===== src/rtl/mem_access_stage.sv =====
// Data-memory access stage: runs the EX_MEM load/store on a req/ack bus,
// freezes the front of the pipe while the access is outstanding.
module mem_access_stage #(
   parameter int unsigned TIMEOUT  = 16,
   parameter logic [31:0] ERR_DATA = 32'hDEAD_BEEF
) (
   input  logic        clk,
   input  logic        rst,
   input  logic        MEM_MemRead,
   input  logic        MEM_MemWrite,
   input  logic [31:0] MEM_alu_result,
   input  logic [31:0] MEM_write_data,
   output logic        dmem_req,
   output logic        dmem_we,
   output logic [31:0] dmem_addr,
   output logic [31:0] dmem_wdata,
   input  logic        dmem_ack,
   input  logic [31:0] dmem_rdata,
   output logic [31:0] MEM_read_data_mem,
   output logic        mem_stall,
   output logic        mem_err
);

   localparam int unsigned CNT_W = (TIMEOUT > 1) ? $clog2(TIMEOUT) : 1;

   typedef enum logic [1:0] {IDLE, BUSY, DONE} state_t;

   state_t             state, state_nxt;
   logic [CNT_W-1:0]   cnt, cnt_nxt;
   logic               req_nxt, we_nxt, err_nxt;
   logic [31:0]        addr_nxt, wdata_nxt, rdata_nxt;
   logic               access, misaligned, timed_out;

   assign access     = MEM_MemRead | MEM_MemWrite;
   assign misaligned = access & (MEM_alu_result[1:0] != 2'b00);
   assign timed_out  = (cnt == CNT_W'(TIMEOUT - 1));

   // State and registered outputs
   always_ff @(posedge clk or negedge rst) begin
      if (!rst) begin
         state             <= IDLE;
         cnt               <= '0;
         dmem_req          <= 1'b0;
         dmem_we           <= 1'b0;
         dmem_addr         <= '0;
         dmem_wdata        <= '0;
         MEM_read_data_mem <= '0;
         mem_err           <= 1'b0;
      end else begin
         state             <= state_nxt;
         cnt               <= cnt_nxt;
         dmem_req          <= req_nxt;
         dmem_we           <= we_nxt;
         dmem_addr         <= addr_nxt;
         dmem_wdata        <= wdata_nxt;
         MEM_read_data_mem <= rdata_nxt;
         mem_err           <= err_nxt;
      end
   end

   // Next state; DONE always returns to IDLE so accesses never overlap
   always_comb begin
      state_nxt = state;
      case (state)
         IDLE:    if (access && !misaligned) state_nxt = BUSY;
         BUSY:    if (dmem_ack || timed_out) state_nxt = DONE;
         DONE:    state_nxt = IDLE;
         default: state_nxt = IDLE;
      endcase
   end

   // Next values of registered outputs and the combinational stall
   always_comb begin
      req_nxt   = dmem_req;
      we_nxt    = dmem_we;
      addr_nxt  = dmem_addr;
      wdata_nxt = dmem_wdata;
      rdata_nxt = MEM_read_data_mem;
      err_nxt   = mem_err;
      cnt_nxt   = cnt;
      mem_stall = 1'b0;
      case (state)
         IDLE: begin
            if (access) begin
               if (misaligned) begin
                  err_nxt = 1'b1;
                  if (!MEM_MemWrite) rdata_nxt = ERR_DATA;
               end else begin
                  mem_stall = rst;
                  req_nxt   = 1'b1;
                  we_nxt    = MEM_MemWrite;
                  addr_nxt  = MEM_alu_result;
                  wdata_nxt = MEM_write_data;
                  cnt_nxt   = '0;
               end
            end
         end
         BUSY: begin
            mem_stall = rst;
            cnt_nxt   = cnt + CNT_W'(1);
            if (dmem_ack) begin
               req_nxt = 1'b0;
               if (!dmem_we) rdata_nxt = dmem_rdata;
            end else if (timed_out) begin
               req_nxt = 1'b0;
               err_nxt = 1'b1;
               if (!dmem_we) rdata_nxt = ERR_DATA;
            end
         end
         default: ;
      endcase
   end

endmodule


===== config.mk =====
export PLATFORM = sky130hd
export DESIGN_NAME = mem_access_stage
export DESIGN_NICKNAME = d
export VERILOG_FILES = /design/src/rtl/mem_access_stage.sv
export SDC_FILE = /design/constraint.sdc
export NUM_CORES = 1
export LEC_CHECK = 0
export CORE_MARGIN = 2
export CORE_UTILIZATION = 38
export CTS_BUF_LIST = sky130_fd_sc_hd__clkbuf_2
export CTS_CLUSTER_DIAMETER = 100
export CTS_CLUSTER_SIZE = 8
export DETAILED_ROUTE_END_ITERATION = 12
export GPL_TIMING_DRIVEN = 0
export HOLD_SLACK_MARGIN = 0.1
export PLACE_DENSITY_LB_ADDON = 0.25
export SYNTH_ARGS = -nofsm -noshare
export SYNTH_HDL_FRONTEND = slang
export SYNTH_SLANG_ARGS = --single-unit

===== constraint.sdc =====
create_clock -name clk -period 1.89 [get_ports clk]
set_clock_uncertainty 0.15 [all_clocks]
set_input_delay 0.378 -clock clk [delete_from_list [all_inputs] [get_ports clk]]
set_output_delay 0.378 -clock clk [all_outputs]
set_load 0.05 [all_outputs]

# [Word-level counts from Yosys, hierarchy flattened]
# Cells that the tools add are included.
# W data, S select, Z words.
[word_totals] mem_count=0 romBits=0 output_inout_bits=100 word_cells=64 latch_bits=0 regBits=105 in_bits=101 ramBits=0
[classes] n_eq_ne=13 n_addsub=1 magnitude_cmp=0 shifts=0 bitwise_logic=3 mul=0 div_mod_pow=0 n_mux=27 reduce_logical=12
[op_table] operator="$mux W32" count=7
[op_table] operator="$pmux W32 S2" count=1
[op_table] operator="$ne A2 B2 Y1 const B" count=8
[op_table] operator="$mux W1" count=10
[op_table] operator="$ne A3 B3 Y1 const B" count=3
[op_table] operator="$mux W4" count=2
[op_table] operator="$pmux W4 S2" count=1
[op_table] operator="$reduce_and A7 Y1" count=1
[op_table] operator="$pmux W1 S2" count=3
[op_table] operator="$reduce_and A3 Y1" count=2
[op_table] operator="$reduce_and A5 Y1" count=1
[op_table] operator="$add A4 B1 Y4 const B" count=1
[op_table] operator="$eq A4 B4 Y1 const B" count=1
[op_table] operator="$mux W2" count=2
[op_table] operator="$pmux W2 S2" count=1
[op_table] operator="$reduce_and A4 Y1" count=1
[op_table] operator="$reduce_bool A2 Y1" count=2
[op_table] operator="$eq A2 B1 Y1 const B" count=1
[op_table] operator="$logic_not A2 Y1" count=1
[op_table] operator="$reduce_and A2 Y1" count=1
[op_table] operator="$and A1 B1 Y1" count=1
[op_table] operator="$logic_and A1 B1 Y1" count=1
[op_table] operator="$logic_not A1 Y1" count=1
[op_table] operator="$logic_or A1 B1 Y1" count=1
[op_table] operator="2 further kinds" count=2

# [Longest topological paths before layout]
[logic_depth] depth_word=6 depth_mapped=7 mapped_depth_nobuf=5

# [Worst setup path before layout]
# Ideal clock, no wire load.
[synth_path] path_type="register to register" start="register state[1]" end="register dmem_addr[24]" setup_slack_ps=70 t_required_ps=1613 n_path_buf=3 setup_ps=127 stages_incl_launch_ff=7 arrival_ps=1542 period_less_slack_ps=1820 cell_sequence="dfrtp_1 > buf_2 > nor4_4 > and2_4 > buf_12 > buf_6 > mux2_1"
[synth_between] elab_chain_len=2
[synth_lines] item="from (decl)" line_no="28" rtl="state_t state, state_nxt;"
[synth_lines] item="from (signal assigned)" line_no="50" rtl="state <= state_nxt;"
[synth_lines] item="$logic_not A2 Y1" line_no="82" rtl="case (state)"
[synth_lines] item="$reduce_and A3 Y1 (no line)"
[synth_lines] item="to (signal assigned)" line_no="54" rtl="dmem_addr <= addr_nxt;"
[synth_lines] item="to (decl)" line_no="15" rtl="output logic [31:0] dmem_addr,"
# No other way between the ends.
# A chain may end at the register's enable or synchronous reset.

# [Final worst setup path]
[layout_path] start="input port MEM_MemRead" end="output port mem_stall"
[layout_between] elab_chain_len=5
[layout_lines] item="from (decl)" line_no="9" rtl="input logic MEM_MemRead,"
[layout_lines] item="$or A1 B1 Y1 *" line_no="34" rtl="assign access = MEM_MemRead | MEM_MemWrite;"
[layout_lines] item="$and A1 B1 Y1" line_no="35" rtl="assign misaligned = access & (MEM_alu_result[1:0] != 2'b00);"
[layout_lines] item="$mux W1" line_no="85" rtl="if (misaligned) begin"
[layout_lines] item="$mux W1 *" line_no="84" rtl="if (access) begin"
[layout_lines] item="$pmux W1 S2 *" line_no="82"
[layout_lines] item="to (decl)" line_no="20" rtl="output logic mem_stall,"
# Every way passes the cells marked *; elsewhere a longest branch is shown, timed or not.

==> summary.md <==
| Metric | Value |
|---|---|
| First-pass GRT wire length | `16550 um` |
| Top cell type's share of synthesized area | `63.23%` |
| Pre-CTS WS | `-1.001 ns` |
| Setup violations, final | `47` |
| Synth cell types | `33` |
| DP HPWL | `7647 um` |
| Initial DRC Count | `103` |
| Layout Nets | `592` |
| Final Hold Vio Count | `47` |
| Core Area | `0.01075 mm2` |
| Final hold slack | `-0.3882 ns` |
| Cells after DPL | `599` |
| Clk buf depth | `2` |
| Final min period | `2.126 ns` |
| Max H-tree Level | `3` |
| Sequential share of the synthesized area | `63.23%` |
| Ys flop type | `dfrtp_1` |
| Average wire per standard cell | `17.41 um` |
| Layout area overhead | `54.08%` |
| Commonest cells after routing, fill and taps aside | `dfrtp_1, clkdlybuf4s50_1, buf_2` |
| Placed Area | `0.006357 mm2` |
| Port bufs | `200` |
| Yosys top cell by area | `dfrtp_1` |
| Final WS setup | `-0.2359 ns` |
| Die height | `108.6 um` |
| Worst Hold Class | `primary input to asynchronous set/reset pin` |
| Initial antenna violation count | `1` |
| Layout Cells excl Fill | `636` |
| Global Route Usage Sum | `18.50%` |
| Placer Congestion | `0.7328` |
| Top area cells in the synthesized netlist | `dfrtp_1, mux2_4, mux2_2, o22a_1, buf_12` |
| Reg2Reg Setup Slack | `-0.18 ns` |
| Die ar. | `0.01179 mm2` |
| PwrDens | `1304 mW/mm2` |
| Slew headroom | `57.37%` |
| Fin. max-slew vios | `0` |
| CP Max Fanout | `3` |
| Ys Warns | `0` |
| Utilization after layout | `59.58%` |
| DRC | `0` |
| Worst setup EP type | `output port` |
| Startpoint Class | `primary input` |
| Leakage | `2.867 nW` |
| Clock Latency Late Sink | `0.58 ns` |
| Routed Antenna Nets | `0` |
| Die X-Extent | `108.6 um` |
| Mapped Cells | `258` |
| DR vias | `3012` |
| Leading cell type in the layout, fill and taps excluded | `dfrtp_1` |
| Synth Register Bits | `105` |
| Run status | `finished, violations left` |
| Post-synth EDFFs | `0` |
| GRT Residual Overflow | `0` |
| Share of layout cells above drive strength 1 | `43.64%` |
| Core Rows | `38` |
| Total Wirelength | `11070 um` |
| CTS buffer count | `9` |
| Avg Inst Size Synth | `16.11 um2` |
| Vias in the first global route | `3215` |
| Worst EP required | `1.36 ns` |
| CTS Sinks | `105` |
| CP Class | `primary input to output port` |
| Finished Cell Area | `0.006402 mm2` |
| Fmax | `0.4704 GHz` |
| Setup TNS | `-3.429 ns` |
| Max-cap violations | `0` |
| Pin count of the biggest net entering global routing | `59` |
| CTS tree | `yes` |
| Clk pin slew, worst setup/hold paths | `0.26 ns` |
| Peak supply drop | `0.6723 mV` |
| Failing checks | `hold timing, setup timing` |
| Total power | `8.347 mW` |
| Initial core utilization | `38.67%` |
| Root Buffer | `clkbuf_2` |
| Final period util | `112.5%` |
| Worst-margin pin slew | `0.6394 ns` |
| RSZ-0062 raised after global routing | `true` |
| Synthesized area | `0.004155 mm2` |
| Ys async rst share | `100.0%` |
| Drt pass-1 iters | `4` |
| Via-to-Cell Ratio | `4.736` |
| I/O Pins | `201` |
| CP arrival | `1.60 ns` |
| Synthesized net count | `360` |
-- cell families after synthesis --
family                   after synthesis  synth area share, %
flip-flops                           105                63.23
multiplexers                          63                19.78
AO/OA/AOI/OAI                         47                9.395
AND/OR/NAND/NOR                       26                3.614
buffers and inverters                 16                3.673
adder cells (fa/ha/maj)                1               0.3011
-- final cells by class --
cell class              count  area, um2
multi-input cells         137       1419
diodes                      1      2.502
clock buffers               9      45.04
repair buffers            223       1882
flip-flops and latches    105       2630
plain buffers              11      152.6
fillers                   918       4343
clock inverters             7      85.08
well taps                 140      175.2
inverters                   3      11.26
-- worst max-delay path, cell delays in order --
cell and delay, ns:
clkdlybuf4s50_1 0.45, or2_4 0.29, a21oi_4 0.13, nor2_2 0.05
and2_4 0.16, buf_6 0.14
-- synthesized netlist by cell type, types with 4 or more instances --
master	count
mux2_1	6
o22a_1	24
mux2_4	30
nand2_1	5
dfrtp_1	105
buf_12	4
o21ai_0	5
a22o_1	9
nor2_1	8
buf_4	4
mux2_2	27
-- sequential cells by signal (all words and copies together), names as in the netlist --
register           cells
dmem_wdata            32
MEM_read_data_mem     32
dmem_addr             32
dmem_we                1
cnt                    4
state                  2
mem_err                1
dmem_req               1
-- report_power, final --
| part | internal, mW | total [mW] | switching, mW |
|---|---|---|---|
| Sequential | 2.83 | 3.16 | 0.329 |
| Combinational | 1.31 | 4.04 | 2.73 |
| Clock | 0.425 | 1.15 | 0.722 |
-- per-layer routing --
metal | global-route usage [%] | wire, um
met5 | 0 | 0
met4 | 9.341 | 289
met3 | 3.677 | 613
met2 | 32.46 | 5708
met1 | 21.40 | 4457
-- worst paths after layout --
kind                                                   end  cells past startpoint                      start
max in group asynchronous       dmem_wdata[19]$_DFFE_PN0P_                      3                        rst
worst max-delay path                             mem_stall                      6                MEM_MemRead
worst min register to register   dmem_addr[26]$_DFFE_PN0P_                      1  dmem_addr[26]$_DFFE_PN0P_
min in group clk                 dmem_addr[24]$_DFFE_PN0P_                      2         MEM_alu_result[24]
worst max register to register   dmem_addr[17]$_DFFE_PN0P_                      7       state[0]$_DFFE_PN0P_
worst min-delay path             dmem_addr[26]$_DFFE_PN0P_                      1                        rst
-- repair_timing --
action,4_1_cts,5_1_grt
gates resized for setup,516,23
setup buffers,8,5
pin swaps,2,1
gates cloned,3,1
setup endpoints to repair,159,102
hold endpoints to repair,105,56
No activity file was read; power rests on OpenSTA's default activity.
